File: config.mk
export PLATFORM = sky130hd
export DESIGN_NAME = key_load_shifter
export DESIGN_NICKNAME = d
export VERILOG_FILES = /design/src/rtl/key_load_shifter.sv
export SDC_FILE = /design/constraint.sdc
export NUM_CORES = 1
export LEC_CHECK = 0
export CAP_MARGIN = 20
export CORE_UTILIZATION = 41
export DETAILED_ROUTE_END_ITERATION = 8
export GPL_TIMING_DRIVEN = 0
export HOLD_SLACK_MARGIN = 0.03
export SYNTH_ARGS = -nofsm -noshare
export SYNTH_HDL_FRONTEND = slang
export SYNTH_SLANG_ARGS = --single-unit
File: constraint.sdc
create_clock -name clk -period 2.5 [get_ports clk]
set_input_delay 0.375 -clock clk [delete_from_list [all_inputs] [get_ports clk]]
set_output_delay 0.375 -clock clk [all_outputs]
set_load 0.02 [all_outputs]
File: src/rtl/key_load_shifter.sv
// Bit-serial key loader: receives a checksummed key frame, verifies it, and
// holds the verified key for the locked netlist. A decoy key is driven until then.
module key_load_shifter #(
    parameter int               KEY_W     = 16,
    parameter logic [KEY_W-1:0] DECOY_KEY = {KEY_W{1'b0}}
) (
    input  logic                       clk,
    input  logic                       rst_n,
    input  logic                       key_start,
    input  logic                       key_bit,
    input  logic                       key_bit_valid,
    output logic                       key_bit_ready,
    output logic [KEY_W-1:0]           key_out,
    output logic                       key_locked,
    output logic                       key_error,
    output logic [$clog2(KEY_W+4):0]   bit_count
);

    localparam int FRAME_W = KEY_W + 4;
    localparam int CNT_W   = $clog2(KEY_W + 4) + 1;
    localparam int NIBBLES = KEY_W / 4;

    typedef enum logic [2:0] {
        IDLE,
        SHIFT,
        CHECK,
        LOCKED,
        ERROR
    } state_t;

    state_t             state;
    state_t             state_nxt;
    logic [FRAME_W-1:0] shift_reg;
    logic               accept;
    logic               clear;
    logic               last_bit;
    logic               sum_ok;

    function automatic logic [3:0] nibble_xor(input logic [KEY_W-1:0] k);
        logic [3:0] acc;
        acc = 4'h0;
        for (int i = 0; i < NIBBLES; i++) begin
            acc = acc ^ k[4*i +: 4];
        end
        return acc;
    endfunction

    // A start in SHIFT wins over a simultaneous bit, so the aborted frame
    // never absorbs the pulse-cycle bit.
    assign accept   = (state == SHIFT) && key_bit_valid && !key_start;
    assign clear    = key_start && ((state == IDLE) || (state == SHIFT) || (state == ERROR));
    assign last_bit = accept && (bit_count == CNT_W'(FRAME_W - 1));
    assign sum_ok   = (nibble_xor(shift_reg[KEY_W-1:0]) == shift_reg[FRAME_W-1:KEY_W]);

    always_comb begin
        state_nxt = state;
        case (state)
            IDLE:    if (key_start) state_nxt = SHIFT;
            SHIFT:   if (last_bit)  state_nxt = CHECK;
            CHECK:   state_nxt = sum_ok ? LOCKED : ERROR;
            LOCKED:  state_nxt = LOCKED;
            ERROR:   if (key_start) state_nxt = SHIFT;
            default: state_nxt = IDLE;
        endcase
    end

    always_ff @(posedge clk or negedge rst_n) begin
        if (!rst_n) begin
            state         <= IDLE;
            key_bit_ready <= 1'b0;
            bit_count     <= '0;
            key_out       <= DECOY_KEY;
            key_locked    <= 1'b0;
            key_error     <= 1'b0;
        end else begin
            state         <= state_nxt;
            key_bit_ready <= (state_nxt == SHIFT);
            if (clear) begin
                bit_count <= '0;
            end else if (accept) begin
                bit_count <= bit_count + CNT_W'(1);
            end
            if (state == CHECK) begin
                if (sum_ok) begin
                    key_out    <= shift_reg[KEY_W-1:0];
                    key_locked <= 1'b1;
                end else begin
                    key_error  <= 1'b1;
                end
            end else if ((state == ERROR) && key_start) begin
                key_error <= 1'b0;
            end
        end
    end

    // Frame data path; only observable through key_out after verification.
    always_ff @(posedge clk) begin
        if (clear) begin
            shift_reg <= '0;
        end else if (accept) begin
            for (int i = 0; i < FRAME_W; i++) begin
                if (bit_count == CNT_W'(i)) shift_reg[i] <= key_bit;
            end
        end
    end

endmodule

==> key figures <==
Critical path
  • Reg-to-Reg End: key_out[13]
  • Crit end category: flop
  • Setup crit start kind: flop
  • Critical-path cell list: xnor3_1, xnor2_1, nand4_1, or3_1, buf_6, buf_6, mux2_4
  • Critical Path Fanout Max: 10
  • WP data arrival: about 2600 ps
  • R2R Path Start: shift_reg[8]
  • Crit path required time: 2690 ps
  • FF-to-FF path depth: 7
  • Reg2Reg Setup Slack: 120 ps
  • CP peak stage delay: 440 ps
  • Top cell by count, worst path: buf_6
  • Critical path's slowest cell: xnor3_1
  • Kind of critical path: reg -> reg

Die
  • Die W: 76.03 um
  • Rows: 26
  • Die height: 76.03 um
  • IO Pins: 30
  • Die area: 5781 um^2
  • Core Area: 5205 um^2
  • Starting Density: 43.17%

Timing
  • Final min period: about 2400 ps
  • Setup tns final: 0 ps
  • RSZ-0062 raised after global routing: false
  • Final hold viol count: 0
  • Final hold slack: roughly 470 ps
  • Max-Slew Margin vs Limit: 49.07%
  • Setup WS post-layout: 120.4 ps
  • Final setup vio count: 0
  • Final period util: 95.18%
  • Max Slew Vio Count: 0
  • Slew of the pin with the lowest slew margin: around 760 ps
  • Worst Skew: around 6.8 ps
  • Peak Freq: 420.2 MHz

Drt
  • Antenna Nets Post-Route: 0
  • DRT Pass-1 Iters: 4
  • Wire length per cell: 14.11 um
  • DR vias/cell: 4.997
  • Initial drt markers: 27
  • DR vias: 1,524
  • Residual DRC: 0
  • Routed WL: 4305 um

Final layout
  • Nets: about 240
  • Area grow syn2layout: 21.49%
  • Number of flip-flops in the largest register: 20
  • Fillers: 498
  • Antenna fix cells: 0
  • Share of cells above drive strength 1: 11.06%
  • Multi-input combinational cell area: approximately 1100 um^2
  • Layout Cells excl Fill: 305
  • FF+latch area: between 1000 and 1500 um^2

Yosys
  • Post-synth EDFFs: 0
  • Seq/Total Area, Yosys: 49.00%
  • Largest family of logic cells by synthesized area: multiplexers
  • Asr flop ratio synth: 58.33%
  • Synth unique cells: 29
  • Compound-Gate Fraction of Synth Area: 1.503%
  • Synthesized flop and latch total: 48
  • Synth top area cells: dfrtp_1, dfxtp_1, mux2i_1
  • Most common cell in the netlist: nor2_1
  • Top cell type's share of synthesized area: 31.18%
  • Syn Inst Count: 198
  • Net Count, Synth: roughly 210
  • Synth Warn #: 0
  • Post-synthesis mux area share: 18.88%
  • Synth Area in Adders: 2.227%
  • Synth Flop Type: dfrtp_1
  • Xor/xnor cell area share of the yosys netlist: 9.076%
  • Synthesized area per cell: 11.35 um^2
  • Synth area leader: dfrtp_1
  • Synthesized area: 2247 um^2
  • Simple-gate share of the synthesized area: 16.31%
  • Post-synth top cells: nor2_1, dfrtp_1, mux2i_1

Global route
  • Vias in the first global route: 1,506
  • First-pass GRT wire length: 7527 um
  • Global-route usage over all layers: between 10% and 20%
  • Initial antenna violation count: 0
  • Final global-route overflow total: 0
  • Largest net degree at the start of global routing: 16

Clock tree
  • Worst-path clk slew: 90 ps
  • Clock root buffer: clkbuf_8
  • CTS tree: yes
  • CTS Buf Count: 5
  • Setup bufs post-CTS: 0
  • Max clock buf depth: 2
  • Worst-skew pair later-pin latency: roughly 300 ps
  • Cts repair resizes: 0
  • CTS Hold Bufs: 0
  • CTS Sinks: 48
  • CTS H-tree lvls: 2

Power
  • LEAKAGE: 0.001281 uW
  • Peak VDD IR: approximately 280 uV
  • PwrDens: approximately 490 nW/um^2

Worst hold path
  • Worst hold path cell count: 1
  • Worst Hold End: key_locked
  • Hold path start: key_locked
  • Worst min-delay path class: reg -> reg

Placement
  • Routability Congestion: ~0.79
  • Pre-CTS setup slack: 63.18 ps
  • DP HPWL: 3190 um
  • Post-Place Cells: between 200 and 300
  • Port Buffer Count: 28

Outcome
  • Status: complete, no violations

Job
  • Max cap viols: 0
## report_power, final
part | internal [uW] | leakage, uW | switching (uW)
combinational | 33.8 | 0.000696 | 56.9
sequential | 777 | 0.000538 | 7.99
clock | 195 | 0.0000479 | 264
total | 1010 | 0.00128 | 329
## how the worst max path moves through the flow
| stage | end | slack [ps] | from | cells after the start |
|---|---|---|---|---|
| 2_1_floorplan | key_out[10] | 420 | shift_reg[11] | 7 |
| 3_3_place_gp | shift_reg[12] | 80 | key_start | 8 |
| 3_5_place_dp | shift_reg[18] | 60 | key_start | 8 |
| 4_1_cts | key_out[12] | 130 | shift_reg[9] | 7 |
| 5_1_grt | key_out[12] | 3 | shift_reg[8] | 7 |
| 6_report | key_out[13] | 120 | shift_reg[8] | 7 |
## per-stage QoR
stage	util (%)	instance area (um^2)	power [uW]
floorplan	-	2247	850.0
global placement	50.24	2615	887.9
detailed placement	50.77	2643	894.6
CTS	52.45	2730	1353
global route	52.45	2730	1395
finish	52.45	2730	1335
## final cells by class
cell class,count,share of cell area [%]
Sequential cell,48,40.33
Multi-Input combinational cell,136,39.50
Timing Repair Buffer,29,11.27
Tap cell,70,3.208
Clock buffer,5,2.521
Buffer,11,2.062
Clock inverter,3,0.6874
Inverter,3,0.4125
## worst max-delay path: cells and delay by family (launching register included)
kind,cells,cell delay [ps]
multiplexers,1,300
buffers and inverters,2,310
XOR/XNOR,2,660
flip-flops,1,380
AND/OR/NAND/NOR,2,600
## kinds of logic (layout without fill, tap and decap cells)
family,Yosys count,after routing
simple gates,72,72
fa+ha+maj,4,4
mux,37,37
xor+xnor,17,17
compound gates,6,6
buf+inv,14,51
flops,48,48
## placed cells by master, fill, tap and decap left out, types with 5 or more instances in the layout
cell	n
nor2_1	29
dfrtp_1	28
clkdlybuf4s50_1	28
mux2i_1	21
dfxtp_1	20
nand4_1	19
xnor2_1	9
clkbuf_1	9
mux2_4	9
nand3_1	6
mux2_2	6
nand2_1	5
clkbuf_8	5
## routing by layer
layer / track usage [%] / wire (um) / vias up
met2: 26.00 / 1971 / 22
met5: 0 / 0 / -
met3: 4.311 / 144 / 6
met4: 5.769 / 66 / 0
met1: 22.44 / 2122 / 732
li1: - / - / 764
Note: power is estimated with default switching activity, not from simulation.
